File: src/rtl/io_timer_pkg.sv
// Shared definitions for the io_timer bus peripheral: register map, CTRL bits
// and the byte-lane write merge helper.
package io_timer_pkg;

    localparam int unsigned DATA_W  = 32;
    localparam int unsigned PRESC_W = 16;

    localparam logic [31:0] OFF_CTRL   = 32'h00;
    localparam logic [31:0] OFF_LOAD   = 32'h04;
    localparam logic [31:0] OFF_COUNT  = 32'h08;
    localparam logic [31:0] OFF_STATUS = 32'h0C;
    localparam logic [31:0] OFF_PRESC  = 32'h10;

    localparam int unsigned CTRL_EN        = 0;
    localparam int unsigned CTRL_RELOAD    = 1;
    localparam int unsigned CTRL_IE        = 2;
    localparam int unsigned STATUS_PENDING = 0;

    // Replace each byte of old whose enable is set; wbe[3] owns bits [31:24].
    function automatic logic [DATA_W-1:0] merge_be(input logic [DATA_W-1:0] old,
                                                   input logic [DATA_W-1:0] wdata,
                                                   input logic [3:0]        wbe);
        logic [DATA_W-1:0] r;
        for (int i = 0; i < 4; i++) begin
            r[8*i +: 8] = wbe[i] ? wdata[8*i +: 8] : old[8*i +: 8];
        end
        return r;
    endfunction

endpackage

File: src/rtl/io_timer_tick_gen.sv
// Prescaler: emits a one-cycle tick every div+1 enabled cycles.
module tick_gen
    import io_timer_pkg::*;
(
    input  logic               clk,
    input  logic               rst,
    input  logic               en,
    input  logic               clr,
    input  logic [PRESC_W-1:0] div,
    output logic               tick
);

    logic [PRESC_W-1:0] pcnt;

    assign tick = en & (pcnt == div);

    // Held at zero while disabled, so enabling always starts a full period.
    always_ff @(posedge clk or posedge rst) begin
        if (rst) begin
            pcnt <= '0;
        end else if (!en || clr || tick) begin
            pcnt <= '0;
        end else begin
            pcnt <= pcnt + PRESC_W'(1);
        end
    end

endmodule

File: src/rtl/io_timer.sv
// Memory-mapped interval timer with prescaler, reload/one-shot modes and a
// level interrupt held until software clears the pending flag.
module io_timer
    import io_timer_pkg::*;
#(
    parameter logic [31:0] BASE   = 32'hFFFF_0000,
    parameter int unsigned ADDR_W = 5
) (
    input  logic              clk,
    input  logic              rst,
    input  logic [31:0]       addr,
    input  logic [DATA_W-1:0] wdata,
    input  logic [3:0]        wbe,
    input  logic              rden,
    output logic [DATA_W-1:0] rdata,
    output logic              hit,
    output logic              intr
);

    logic               en, reload, ie, pending;
    logic [DATA_W-1:0]  load, count;
    logic [PRESC_W-1:0] presc;

    logic [31:0]       off;
    logic              we, wr_ctrl, wr_load, wr_count, wr_status, wr_presc;
    logic              tick, expire, w1c;
    logic [DATA_W-1:0] ctrl_m, load_m, count_m, stat_m, presc_m;
    logic              unused_bits;

    // Address decode; the low two address bits never select a register.
    assign hit = (addr[31:ADDR_W] == BASE[31:ADDR_W]);
    assign off = 32'(addr[ADDR_W-1:0]) & 32'hFFFF_FFFC;
    assign we  = hit & (|wbe);

    assign wr_ctrl   = we & (off == OFF_CTRL);
    assign wr_load   = we & (off == OFF_LOAD);
    assign wr_count  = we & (off == OFF_COUNT);
    assign wr_status = we & (off == OFF_STATUS);
    assign wr_presc  = we & (off == OFF_PRESC);

    assign ctrl_m  = merge_be(32'({ie, reload, en}), wdata, wbe);
    assign load_m  = merge_be(load, wdata, wbe);
    assign count_m = merge_be(count, wdata, wbe);
    assign stat_m  = merge_be('0, wdata, wbe);
    assign presc_m = merge_be(32'(presc), wdata, wbe);
    assign w1c     = wr_status & stat_m[STATUS_PENDING];

    assign unused_bits = ^{ctrl_m[31:3], stat_m[31:1], presc_m[31:16]};

    tick_gen u_tick_gen (
        .clk  (clk),
        .rst  (rst),
        .en   (en),
        .clr  (wr_count),
        .div  (presc),
        .tick (tick)
    );

    assign expire = tick & (count == '0);

    // Software writes take priority over the hardware count/enable updates.
    always_ff @(posedge clk or posedge rst) begin
        if (rst) begin
            en      <= 1'b0;
            reload  <= 1'b0;
            ie      <= 1'b0;
            load    <= '0;
            count   <= '0;
            pending <= 1'b0;
            presc   <= '0;
            intr    <= 1'b0;
        end else begin
            if (wr_ctrl) begin
                en     <= ctrl_m[CTRL_EN];
                reload <= ctrl_m[CTRL_RELOAD];
                ie     <= ctrl_m[CTRL_IE];
            end else if (expire && !reload) begin
                en <= 1'b0;
            end

            if (wr_count) begin
                count <= count_m;
            end else if (tick) begin
                if (count != '0) begin
                    count <= count - DATA_W'(1);
                end else if (reload) begin
                    count <= load;
                end
            end

            if (wr_load) begin
                load <= load_m;
            end
            if (wr_presc) begin
                presc <= presc_m[PRESC_W-1:0];
            end

            // An expiry in the same cycle as a clear keeps the flag set.
            pending <= (pending & ~w1c) | expire;
            intr    <= pending & ie;
        end
    end

    always_comb begin
        rdata = '0;
        if (hit && rden) begin
            case (off)
                OFF_CTRL:   rdata = 32'({ie, reload, en});
                OFF_LOAD:   rdata = load;
                OFF_COUNT:  rdata = count;
                OFF_STATUS: rdata = 32'(pending);
                OFF_PRESC:  rdata = 32'(presc);
                default:    rdata = '0;
            endcase
        end
    end

endmodule
File: config.mk
export PLATFORM = sky130hd
export DESIGN_NAME = io_timer
export DESIGN_NICKNAME = d
export VERILOG_FILES = /design/src/rtl/io_timer_pkg.sv /design/src/rtl/io_timer_tick_gen.sv /design/src/rtl/io_timer.sv
export SDC_FILE = /design/constraint.sdc
export NUM_CORES = 1
export LEC_CHECK = 0
export ABC_CLOCK_PERIOD_IN_PS = 3900
export CAP_MARGIN = 40
export CORE_ASPECT_RATIO = 0.6
export CORE_UTILIZATION = 37
export CTS_CLUSTER_DIAMETER = 100
export DETAILED_ROUTE_END_ITERATION = 16
export GPL_TIMING_DRIVEN = 0
export SKIP_LAST_GASP = 1
export SYNTH_ARGS = -nofsm -noshare
export SYNTH_HDL_FRONTEND = slang
export SYNTH_SLANG_ARGS = --single-unit
File: constraint.sdc
create_clock -name clk -period 3.9 [get_ports clk]
set_clock_uncertainty 0.2 [all_clocks]
set_input_delay 1.17 -clock clk [delete_from_list [all_inputs] [get_ports clk]]
set_output_delay 1.17 -clock clk [all_outputs]
set_load 0.02 [all_outputs]
==> out/qor.txt <==
STATUS
--------------------------------------------------------------------------------
Outcome ........................................................... finished with violations
Failing checks .................................................... negative setup slack

SETUP PATH
--------------------------------------------------------------------------------
Crit path DAT .....................................................      2.89 ns
Maximum fanout count along the critical path ......................            5
Critical Path Sink Type ...........................................  output port
Critical Path Source Type .........................................   input port
Path type of the worst setup path .................................       in2out
Required time reported for the critical path endpoint .............      2.53 ns
R2R Setup Slk .....................................................      0.31 ns

SYNTHESIS
--------------------------------------------------------------------------------
Share of synthesized flip-flops with an asynchronous set or reset .        1.000
Count of flip-flops with a built-in enable after synthesis ........            0
Post-synthesis cell type with the largest combined area ...........      dfrtp_1
Most used standard cells in the synthesized netlist ............... 118 x nor2_1, 101 x dfrtp_1, 53 x mux2_2, 48 x a21oi_1, 41 x nand2_1
Net Count, Synth ..................................................          767
Combined area of all synthesized cells ............................ 0.006227 sq mm
Sequential-to-total area share from yosys stat ....................       0.4059
Mean Syn Cell Area ................................................  8.986 sq um
Most common cell in the netlist ...................................       nor2_1
Number of distinct library cells after synthesis ..................           60
Largest cells by area after synthesis ............................. dfrtp_1 41%, mux2_2 9.6%, nor2_1 7.1%
Flops & latches, synth ............................................          101
Most instantiated flip-flop cell in the synthesis netlist .........      dfrtp_1
Synth Instances ...................................................          693
YS warnings .......................................................            0
Area share of the largest cell type after synthesis ...............       0.4059

STA
--------------------------------------------------------------------------------
Final setup violation count .......................................           32
Transition at the pin with the smallest max-transition slack ......    0.7768 ns
Number of slew-limit violations in the final report ...............            0
Worst slack on hold paths .........................................    0.3209 ns
Final critical-path share of the clock period .....................        1.092
Final critical-path setup slack ...................................   -0.3581 ns
Sum of negative setup slack .......................................    -10.17 ns
Final number of hold-violating endpoints ..........................            0
Clock period minus worst slack ....................................     4.258 ns
Upper clock frequency limit .......................................   0.2348 GHz
Setup repair after global routing missed its margin ...............         true
Normalized max-slew margin ........................................       0.4810

GRT
--------------------------------------------------------------------------------
Pin count of the biggest net entering global routing ..............           38
Global route total overflow .......................................            0
GRT Max-Usage Layer ...............................................         met1
GR Util met1 ......................................................       0.3814
Total global-route track usage ....................................       0.2587
Global-route wire length before repair ............................     33.51 mm
Vias in the first global route ....................................         5789
Global Route met2 Usage ...........................................       0.3688
Number of antenna violations at the first check in global routing .            0
Met3 routing resource usage after global routing ..................      0.07217

CLOCKING
--------------------------------------------------------------------------------
Count of H-tree levels built during CTS ...........................            3
Clock buffer depth ................................................            2
Clock slew at reported path FFs ...................................      0.08 ns
Clock insertion delay at the later pin of the skew report .........      0.35 ns
Root Driver .......................................................    clkbuf_16
Hold-fix buffers, CTS .............................................            0
Clock tree from TritonCTS .........................................         done
Number of sinks on the clock net ..................................          101
Num CTS Buffers ...................................................            9

PLACEMENT
--------------------------------------------------------------------------------
DP Wirelength .....................................................     16.12 mm
Placed instance area .............................................. 0.007876 sq mm
Final estimated routing congestion in global placement ............       0.8849
Placement Setup Slack .............................................    -1.675 ns
I/O Buffers .......................................................          101

DETAILED ROUTING
--------------------------------------------------------------------------------
Via count normalized by instance count ............................        5.715
Number of nets with antenna violations after detailed routing .....            0
First-pass iteration count of the detailed router .................            6
Post-route DRC ....................................................            0
DRT iter0 DRCs ....................................................          596
DRT Wirelength ....................................................     21.77 mm
Via total after detailed routing ..................................         6029
Routed length per placed instance .................................     20.64 um

FLOORPLANNING
--------------------------------------------------------------------------------
IO Pins ...........................................................          105
Overall die height ................................................     102.5 um
# rows ............................................................           36
Core Region ....................................................... 0.01635 sq mm
Die Span X ........................................................     169.5 um
Overall die area .................................................. 0.01737 sq mm
Initial cell density of the core ..................................       0.3809

POWER AND IR DROP
--------------------------------------------------------------------------------
Part of the power in registers ....................................        0.503
Power density normalized to cell area ............................. 243.2 mW/mm^2
Switch share ......................................................       0.2477
Leakage Power .....................................................  0.003664 uW
Clock Power Share .................................................        0.418
Cell internal power dissipation ...................................      1565 uW
Combinational power share .........................................        0.079
Net switching power of the design .................................     515.2 uW
Maximum ir drop on the vdd rail ...................................    0.2363 mV

CELLS AND AREA
--------------------------------------------------------------------------------
Ant. Diodes .......................................................            0
Fraction of final layout cells sized beyond drive strength 1 ......       0.2612
Filler cells ......................................................         1509
Final instance area ............................................... 0.008551 sq mm
Area Growth Syn to Fin ............................................       37.31%
Number of nets at the end of the flow .............................          896

JOB
--------------------------------------------------------------------------------
Maximum capacitance violations ....................................            0

HOLD PATH
--------------------------------------------------------------------------------
Worst hold path type ..............................................      reg2reg

through the flow:
step                power, uW  cells    util
floorplan                1115    693       -
global placement         1214   1022  0.4793
detailed placement       1221   1024  0.4817
CTS                      2091   1055  0.5213
global route             2143   1055  0.5230
finish                   2080   1055  0.5230
final cells by class:
cell class | instances | area (sq um) | area share
tap | 228 | 285.3 | 0.03336
clock buffer | 10 | 229.0 | 0.02678
buffer | 43 | 307.8 | 0.03600
clock inverter | 6 | 46.29 | 0.005414
timing repair buffer | 121 | 1274 | 0.1490
sequential | 101 | 2527 | 0.2956
inverter | 6 | 26.28 | 0.003073
multi-input combinational | 540 | 3855 | 0.4508
registers in the layout, summed over array words and instances, names as in the netlist:
register	flops
presc	16
pending	1
load	32
ie	1
en	1
count	32
reload	1
u_tick_gen.pcnt	16
intr	1
worst max-delay path, cell delays in order:
cell       delay, ns
buf_6           0.09
or3_4           0.38
nor3_4          0.21
nor2b_4         0.26
nand3_4         0.17
clkbuf_16       0.22
buf_16          0.15
nor2_4          0.10
buf_6           0.12
logic make-up after synthesis:
| logic type | share of synthesized area |
|---|---|
| simple gates | 0.2202 |
| compound gates | 0.1573 |
| flops | 0.4059 |
| mux | 0.1041 |
| buf+inv | 0.03617 |
| xor+xnor | 0.07032 |
| fa+ha+maj | 0.006028 |
power by group through the flow:
stage          Sequential (uW)  Clock, uW  Combinational, uW
3_5_place_dp              1070          0                154
4_1_cts                   1050        884                161
5_1_grt                   1050        921                177
2_1_floorplan             1070          0               48.0
6_report                  1050        869                164
3_3_place_gp              1070          0                147
repair_timing:
action | 4_1_cts | 5_1_grt
setup endpoints to repair | 65 | 41
gates resized for setup | 275 | 21
pin swaps | 29 | 8
endpoints found under the hold margin | 0 | 0
cloned | 3 | 0
setup buffers | 13 | 2
worst paths after layout:
path                                 from        end  cells past startpoint
worst min register to register         ie       intr                      1
worst max-delay path              addr[8]  rdata[15]                      9
max in group asynchronous             rst  count[14]                      4
worst min-delay path                   ie       intr                      1
worst max register to register  count[18]  count[26]                      8
min in group asynchronous             rst   presc[6]                      2
per-layer routing:
layer,vias up,share of wire
met3,29,0.092
met2,264,0.41
met4,0,0.017
met5,-,0
li1,2750,-
met1,2986,0.48
cells in the final DEF (no fill, tap or decap), drive strengths merged, types with 4 or more instances in the layout:
master           n
nor2           118
dfrtp          101
buf             68
mux2            54
a21oi           49
nand2           41
clkdlybuf4s50   40
clkbuf          40
xor2            34
a22oi           30
nand3           29
o21ai           23
dlygate4sd2     19
nor4            18
xnor2           16
nor3            12
nand4           11
o211ai          10
or3              9
a211oi           8
inv              7
a2bb2oi          6
clkdlybuf4s15    6
o21a             5
a31oi            5
nand2b           5
nor2b            5
and2             4
mux2i            4
(Power assumes the default switching activity.)
